File: config.mk
export PLATFORM = sky130hd
export DESIGN_NAME = d8_uart_loader_flat
export DESIGN_NICKNAME = d
export VERILOG_FILES = /design/src/rtl/d8_uart_loader_pkg.sv /design/src/rtl/d8_uart_loader_if.sv /design/src/rtl/d8_uart_rx.sv /design/src/rtl/d8_uart_loader.sv /design/src/flat_wrapper.sv
export SDC_FILE = /design/constraint.sdc
export NUM_CORES = 1
export LEC_CHECK = 0
export BUFFER_PORTS_ARGS = -buffer_cell sky130_fd_sc_hd__buf_2
export CAP_MARGIN = 20
export CORE_UTILIZATION = 25
export CTS_CLUSTER_DIAMETER = 30
export CTS_CLUSTER_SIZE = 14
export DETAILED_ROUTE_END_ITERATION = 8
export PLACE_DENSITY = 0.38
export SLEW_MARGIN = 20
export SYNTH_ARGS = -nofsm -noshare
export SYNTH_HDL_FRONTEND = slang
export SYNTH_HIERARCHICAL = 1
export SYNTH_SLANG_ARGS = --single-unit
export TNS_END_PERCENT = 5
File: constraint.sdc
create_clock -name sys_clk -period 5.5 [get_ports sys_clk]
set_input_delay 0.825 -clock sys_clk [delete_from_list [all_inputs] [get_ports sys_clk]]
set_output_delay 0.825 -clock sys_clk [all_outputs]
set_load 0.005 [all_outputs]
File: src/rtl/d8_uart_loader_pkg.sv
// Shared types and constants for the d8 serial boot loader and its UART receiver.
package d8_uart_loader_pkg;

    typedef enum logic [2:0] {
        ST_IDLE,
        ST_LEN,
        ST_DATA,
        ST_CHK,
        ST_RUN
    } ld_state_e;

    typedef enum logic [1:0] {
        R_IDLE,
        R_START,
        R_DATA,
        R_STOP
    } rx_state_e;

    localparam logic [7:0] SYNC_DEFAULT = 8'hA5;

    function automatic int bytes_per_word(input int insn_w);
        return insn_w / 8;
    endfunction

endpackage

File: src/rtl/d8_uart_loader_if.sv
// Instruction memory write port driven by the boot loader.
interface d8_uart_loader_if #(
    parameter int ADDR_W = 8,
    parameter int INSN_W = 16
);
    logic              mem_we;
    logic [ADDR_W-1:0] mem_adr;
    logic [INSN_W-1:0] mem_dat;

    // mem_we is a single-cycle strobe; adr/dat are valid only while it is high.
    modport master (output mem_we, output mem_adr, output mem_dat);
    modport slave  (input  mem_we, input  mem_adr, input  mem_dat);
endinterface

File: src/rtl/d8_uart_rx.sv
// 8N1 UART receiver: 2-flop synchroniser, mid-bit sampling, glitch-rejecting start bit.
module d8_uart_rx
    import d8_uart_loader_pkg::*;
#(
    parameter int CLK_DIV = 868
) (
    input  logic       clk_i,
    input  logic       rst_i,
    input  logic       rx_i,
    output logic       rx_stb_o,
    output logic [7:0] rx_dat_o,
    output logic       rx_ferr_o
);
    localparam int CNT_W = (CLK_DIV > 2) ? $clog2(CLK_DIV) : 1;
    localparam logic [CNT_W-1:0] FULL_M1 = CNT_W'(CLK_DIV - 1);
    localparam logic [CNT_W-1:0] HALF_M1 = CNT_W'(CLK_DIV / 2 - 1);

    // [0] first flop, [1] synchronised line, [2] previous synchronised value
    logic [2:0]       sync_q;
    rx_state_e        st_q;
    logic [CNT_W-1:0] cnt_q;
    logic [2:0]       bit_q;
    logic [7:0]       sh_q;
    logic             stb_q;
    logic [7:0]       dat_q;
    logic             ferr_q;

    always_ff @(posedge clk_i) begin
        if (rst_i) begin
            sync_q <= 3'b111;
            st_q   <= R_IDLE;
            cnt_q  <= '0;
            bit_q  <= '0;
            sh_q   <= '0;
            stb_q  <= 1'b0;
            dat_q  <= '0;
            ferr_q <= 1'b0;
        end else begin
            sync_q <= {sync_q[1:0], rx_i};
            stb_q  <= 1'b0;
            ferr_q <= 1'b0;
            case (st_q)
                R_IDLE: begin
                    if (!sync_q[1] && sync_q[2]) begin
                        st_q  <= R_START;
                        cnt_q <= '0;
                    end
                end
                R_START: begin
                    if (cnt_q == HALF_M1) begin
                        cnt_q <= '0;
                        bit_q <= '0;
                        st_q  <= sync_q[1] ? R_IDLE : R_DATA;
                    end else begin
                        cnt_q <= cnt_q + CNT_W'(1);
                    end
                end
                R_DATA: begin
                    if (cnt_q == FULL_M1) begin
                        cnt_q <= '0;
                        sh_q  <= {sync_q[1], sh_q[7:1]};
                        bit_q <= bit_q + 3'd1;
                        if (bit_q == 3'd7) st_q <= R_STOP;
                    end else begin
                        cnt_q <= cnt_q + CNT_W'(1);
                    end
                end
                R_STOP: begin
                    if (cnt_q == FULL_M1) begin
                        cnt_q <= '0;
                        st_q  <= R_IDLE;
                        if (sync_q[1]) begin
                            stb_q <= 1'b1;
                            dat_q <= sh_q;
                        end else begin
                            ferr_q <= 1'b1;
                        end
                    end else begin
                        cnt_q <= cnt_q + CNT_W'(1);
                    end
                end
                default: st_q <= R_IDLE;
            endcase
        end
    end

    assign rx_stb_o  = stb_q;
    assign rx_dat_o  = dat_q;
    assign rx_ferr_o = ferr_q;

endmodule

File: src/rtl/d8_uart_loader.sv
// Serial boot loader: parses SYNC/LEN/data/CHK frames, writes instruction memory, gates core reset.
module d8_uart_loader
    import d8_uart_loader_pkg::*;
#(
    parameter int         CLK_DIV = 868,
    parameter int         ADDR_W  = 8,
    parameter int         INSN_W  = 16,
    parameter logic [7:0] SYNC    = SYNC_DEFAULT
) (
    input  logic                    sys_clk,
    input  logic                    sys_rst,
    input  logic                    rx,
    d8_uart_loader_if.master        mem,
    output logic                    core_rst,
    output logic                    done,
    output logic                    err,
    output ld_state_e               dbg_state
);
    localparam int BPW    = bytes_per_word(INSN_W);
    localparam int BIDX_W = (BPW > 1) ? $clog2(BPW) : 1;
    localparam int CNT_W  = ((ADDR_W > 8) ? ADDR_W : 8) + 1;

    logic       rx_stb;
    logic [7:0] rx_dat;
    logic       rx_ferr;

    d8_uart_rx #(.CLK_DIV(CLK_DIV)) u_rx (
        .clk_i    (sys_clk),
        .rst_i    (sys_rst),
        .rx_i     (rx),
        .rx_stb_o (rx_stb),
        .rx_dat_o (rx_dat),
        .rx_ferr_o(rx_ferr)
    );

    ld_state_e         state_q;
    logic [CNT_W-1:0]  words_q;
    logic [CNT_W-1:0]  wcnt_q;
    logic [ADDR_W-1:0] adr_q;
    logic [BIDX_W-1:0] bidx_q;
    logic [INSN_W-1:0] word_q;
    logic [7:0]        sum_q;
    logic              mem_we_q;
    logic [ADDR_W-1:0] mem_adr_q;
    logic [INSN_W-1:0] mem_dat_q;
    logic              core_rst_q;
    logic              done_q;
    logic              err_q;

    logic [INSN_W-1:0] word_d;
    logic [7:0]        sum_d;
    logic [CNT_W-1:0]  wcnt_d;
    logic [CNT_W-1:0]  len_words;
    logic              last_byte;

    // Words arrive big-endian, so each byte shifts in from the bottom.
    assign word_d    = (word_q << 8) | INSN_W'(rx_dat);
    assign sum_d     = sum_q + rx_dat;
    assign wcnt_d    = wcnt_q + CNT_W'(1);
    assign len_words = (rx_dat == 8'd0) ? (CNT_W'(1) << ADDR_W) : CNT_W'(rx_dat);
    assign last_byte = (bidx_q == BIDX_W'(BPW - 1));

    always_ff @(posedge sys_clk) begin
        if (sys_rst) begin
            state_q    <= ST_IDLE;
            words_q    <= '0;
            wcnt_q     <= '0;
            adr_q      <= '0;
            bidx_q     <= '0;
            word_q     <= '0;
            sum_q      <= '0;
            mem_we_q   <= 1'b0;
            mem_adr_q  <= '0;
            mem_dat_q  <= '0;
            core_rst_q <= 1'b1;
            done_q     <= 1'b0;
            err_q      <= 1'b0;
        end else begin
            mem_we_q <= 1'b0;
            if (rx_ferr && (state_q inside {ST_LEN, ST_DATA, ST_CHK})) begin
                err_q      <= 1'b1;
                done_q     <= 1'b0;
                core_rst_q <= 1'b1;
                state_q    <= ST_IDLE;
            end else if (rx_stb) begin
                case (state_q)
                    ST_IDLE: begin
                        if (rx_dat == SYNC) state_q <= ST_LEN;
                    end
                    ST_LEN: begin
                        words_q <= len_words;
                        wcnt_q  <= '0;
                        adr_q   <= '0;
                        sum_q   <= '0;
                        bidx_q  <= '0;
                        word_q  <= '0;
                        state_q <= ST_DATA;
                    end
                    ST_DATA: begin
                        word_q <= word_d;
                        sum_q  <= sum_d;
                        if (last_byte) begin
                            bidx_q    <= '0;
                            mem_we_q  <= 1'b1;
                            mem_adr_q <= adr_q;
                            mem_dat_q <= word_d;
                            adr_q     <= adr_q + ADDR_W'(1);
                            wcnt_q    <= wcnt_d;
                            if (wcnt_d == words_q) state_q <= ST_CHK;
                        end else begin
                            bidx_q <= bidx_q + BIDX_W'(1);
                        end
                    end
                    ST_CHK: begin
                        if (rx_dat == sum_q) begin
                            done_q     <= 1'b1;
                            err_q      <= 1'b0;
                            core_rst_q <= 1'b0;
                            state_q    <= ST_RUN;
                        end else begin
                            done_q     <= 1'b0;
                            err_q      <= 1'b1;
                            core_rst_q <= 1'b1;
                            state_q    <= ST_IDLE;
                        end
                    end
                    ST_RUN: begin
                        if (rx_dat == SYNC) begin
                            core_rst_q <= 1'b1;
                            done_q     <= 1'b0;
                            err_q      <= 1'b0;
                            state_q    <= ST_LEN;
                        end
                    end
                    default: state_q <= ST_IDLE;
                endcase
            end
        end
    end

    assign mem.mem_we  = mem_we_q;
    assign mem.mem_adr = mem_adr_q;
    assign mem.mem_dat = mem_dat_q;
    assign core_rst    = core_rst_q;
    assign done        = done_q;
    assign err         = err_q;
    assign dbg_state   = state_q;

endmodule

File: src/flat_wrapper.sv
// flat-port wrapper written by rule: the top's interface ports become plain ports
module d8_uart_loader_flat import d8_uart_loader_pkg::*;
#(
    parameter int         CLK_DIV = 868,
    parameter int         ADDR_W  = 8,
    parameter int         INSN_W  = 16,
    parameter logic [7:0] SYNC    = SYNC_DEFAULT
)
  (sys_clk, sys_rst, rx, core_rst, done, err, dbg_state, mem_mem_we, mem_mem_adr, mem_mem_dat);
  d8_uart_loader_if #(.ADDR_W(ADDR_W), .INSN_W(INSN_W)) mem_i ();
  input  logic sys_clk;
  input  logic sys_rst;
  input  logic rx;
  output logic core_rst;
  output logic done;
  output logic err;
  output ld_state_e dbg_state;
  output wire logic [$bits(mem_i.mem_we)-1:0] mem_mem_we;
  output wire logic [$bits(mem_i.mem_adr)-1:0] mem_mem_adr;
  output wire logic [$bits(mem_i.mem_dat)-1:0] mem_mem_dat;
  assign mem_mem_we = mem_i.mem_we;
  assign mem_mem_adr = mem_i.mem_adr;
  assign mem_mem_dat = mem_i.mem_dat;
  d8_uart_loader #(.CLK_DIV(CLK_DIV), .ADDR_W(ADDR_W), .INSN_W(INSN_W), .SYNC(SYNC)) u_core (.sys_clk(sys_clk), .sys_rst(sys_rst), .rx(rx), .mem(mem_i), .core_rst(core_rst), .done(done), .err(err), .dbg_state(dbg_state));
endmodule
==> out/results.ini <==
[logic_synthesis]
yosys.area.top_type = dfxtp_1
synthFlopType = dfxtp_1
synth_seq_cells = 110
synthTopCellsByCount = 110 x dfxtp_1, 105 x nand2_1, 54 x a21oi_1
yosysWarnings = 6
synth_most_common_cell = dfxtp_1
syn-mean-instance-area_um2 = 8.45
synthesis.nets = 625
synthTopCellsByArea = dfxtp_1 43%, nand2_1 7.7%, a21oi_1 5.3%
synth_edf_count = 0
ys_types = 68
synthDominantCellAreaShare_pct = 42.8
mappedNetlistArea_mm2 = 0.00514
syn_inst = 608
yosysSeqAreaShare_pct = 42.8
synthArstFlopShare_pct = 0

[power_and_ir_drop]
pwr-share-comb_pct = 2.0
pwr-share-seq_pct = 55.2
p_int_w = 0.00112
swShare_pct = 23.0
p_leak_nw = 2.10
power_density_mw_per_mm2 = 251
vdd.ir_drop.worst_mv = 0.153
fin_total_pwr_w = 0.00145
clkPwrFrac_pct = 42.8
p_switching_w = 0.000333

[detailed_routing]
wl_mm = 13.2
drc = 0
drtPass1Iterations = 6
wire_per_inst_um = 14.7
drt-vias-per-instance = 4.82
num_vias = 4313
initialDrtViolationCount = 163
detail-route-antenna-nets = 0

[critical_path]
regToRegEndpoint = u_core/wcnt_q[7]
worst_ep_required_time_ns = 5.78
reg2reg_depth = 5
critPathMaxFanout = 32
ff2ff_setup_slack_ns = 3.13
cp-end-kind = flop
worstPathArrival_ns = 2.65
r2r_start = u_core/u_rx/rx_stb_o
critPathKind = reg -> reg
start_kind = flop

[timing]
relSlewSlack_pct = 35.3
rsz0062_at_grt = false
finClkSkew_ns = 0.00601
maxSlewViolCount = 0
tns_ns = 0
max_slew.worst_pin.slew_ns = 0.970
post-route-period-util_pct = 43.1
setup_violations = 0
finalHoldViolations = 0
fmax_ghz = 0.421
period_needed_ns = 2.37
setup_ws_ns = 3.13

[layout]
nets = 636
final_area_mm2 = 0.00577
num_antenna_cells = 0
fin_util_pct = 28.6
area_delta_synth_final_pct = 12.3
drive_gt1_share_pct = 12.0

[place]
place.detailed.hpwl_mm = 9.10
placed_area_mm2 = 0.00550
dp_slack_ns = 2.77
routabilityCongestion = 0.758
port_buffers = 33

[floorplanning]
die-area_mm2 = 0.0211
die_x_um = 145
start_util_pct = 25.5
rows = 52
io_pins = 34
die_h_um = 145
core_mm2 = 0.0202

[clocking]
cts_setup_buffers = 0
cts_buffers = 9
clockBufferDepth = 2
htree_num_levels = 3
clk_pin_slew_ns = 0.07
ctsResizeCount = 0
cts_tree = built
root_buffer = clkbuf_16
hold_buffers = 0
clkLatencyLatePin_ns = 0.35
cts.sinks = 110

[hold_path]
min_from = u_core/u_rx/sync_q[0]
hold_path.class = reg -> reg
hold_depth = 1
hold_path_end = u_core/u_rx/sync_q[1]

[global_routing]
grt_pass1_vias = 4330
grt_max_degree = 68
track_usage_pct = 13.2
grt_pass1_wl_mm = 22.5
antenna_found_initial = 0
grt_overflow = 0

[outcome]
outcome = finished, final reports clean

[flow_run]
cap_violations = 0

## per-layer routing
layer	wire, um	part of all wire [%]	GRT usage [%]	vias up
met5	0	0	0	-
met4	155	1.2	3.26	0
met3	314	2.4	2.70	10
met2	6420	49	22.6	46
met1	6280	48	16.8	2086
li1	-	-	-	2171
## flip-flops by register name, indices dropped and copies added (netlist names), 3 cells and up, named ones only
name                  count
u_core/u_rx/rx_dat_o      8
u_core/u_rx/sh_q          8
u_core/words_q            9
u_core/u_rx/sync_q        3
u_core/sum_q              8
u_core/u_rx/bit_q         3
u_core/adr_q              8
u_core/u_rx/cnt_q        10
u_core/wcnt_q             9
u_core/mem.mem_dat       16
u_core/word_q             8
u_core/dbg_state          3
u_core/mem.mem_adr        8
## worst max-delay path, cell delays in order, from the launching register on
cell	delay (ns)
dfxtp_1	0.51
nor3b_4	0.38
nand3_2	0.61
nor2_2	0.52
a21oi_1	0.12
mux2i_1	0.15
## how the worst max path moves through the flow
stage	start	endpoint	slack (ns)	cells after the start
3_5_place_dp	sys_rst	u_core/u_rx/cnt_q[7]	2.77	5
4_1_cts	u_core/u_rx/rx_stb_o	u_core/wcnt_q[7]	3.09	5
6_report	u_core/u_rx/rx_stb_o	u_core/wcnt_q[7]	3.13	5
5_1_grt	u_core/u_rx/rx_stb_o	u_core/wcnt_q[8]	2.82	5
3_3_place_gp	sys_rst	u_core/u_rx/cnt_q[7]	2.82	5
2_1_floorplan	sys_rst	u_core/adr_q[1]	3.65	5
## logic make-up (layout without fill, tap and decap cells)
group                      after synthesis  after routing  share of synthesized area (%)
adders and majority gates               15             15                           3.75
AOI/OAI and AO/OA                      134            134                           16.9
xor gates and xnor gates                21             21                           3.58
muxes                                   11             11                           2.14
buffers and inverters                   44             60                           3.80
DFF                                    110            110                           42.8
and+or+nand+nor                        273            273                           26.9
## per-stage QoR
| stage | hold WS, ns | std cells |
|---|---|---|
| after floorplan | 0.389 | 608 |
| after global placement | 0.444 | 878 |
| after detailed placement | 0.445 | 878 |
| after CTS | 0.456 | 894 |
| after global routing | 0.467 | 894 |
| final | 0.448 | 894 |
## power groups by stage
| stage | Clock (W) | Combinational [W] | Sequential [W] |
|---|---|---|---|
| finish | 0.000620 | 0.0000290 | 0.000801 |
| global route | 0.000676 | 0.0000328 | 0.000801 |
| CTS | 0.000649 | 0.0000300 | 0.000800 |
| detailed placement | 0 | 0.0000300 | 0.000819 |
| global placement | 0 | 0.0000295 | 0.000819 |
| floorplan | 0 | 0.0000228 | 0.000817 |
## placed cells by master (no fill, tap or decap), drive strengths merged, types with 4 or more instances in the layout
| cell | instances |
|---|---|
| nand2 | 106 |
| nor3 | 13 |
| a22o | 4 |
| or3 | 5 |
| dfxtp | 110 |
| nand4 | 11 |
| a21oi | 55 |
| nor2 | 55 |
| or4 | 4 |
| mux2i | 11 |
| nor2b | 6 |
| a31oi | 9 |
| nor3b | 5 |
| clkinv | 4 |
| o21ai | 18 |
| nor4 | 5 |
| a22oi | 16 |
| nand3b | 5 |
| clkbuf | 10 |
| xnor2 | 7 |
| inv | 11 |
| buf | 34 |
| ha | 13 |
| o211ai | 6 |
| nand3 | 21 |
| and2 | 6 |
| nand2b | 10 |
| or2 | 5 |
| xor2 | 14 |
| and3 | 6 |
| a211oi | 4 |
## area by class of cell
class / instances / area [um2]
flip-flops and latches: 110 / 2200
clock inverters: 6 / 47.5
well taps: 270 / 338
multi-input cells: 454 / 2750
fillers: 2198 / 14400
repair buffers: 34 / 173
clock buffers: 10 / 229
inverters: 10 / 37.5
(Power assumes the default switching activity.)
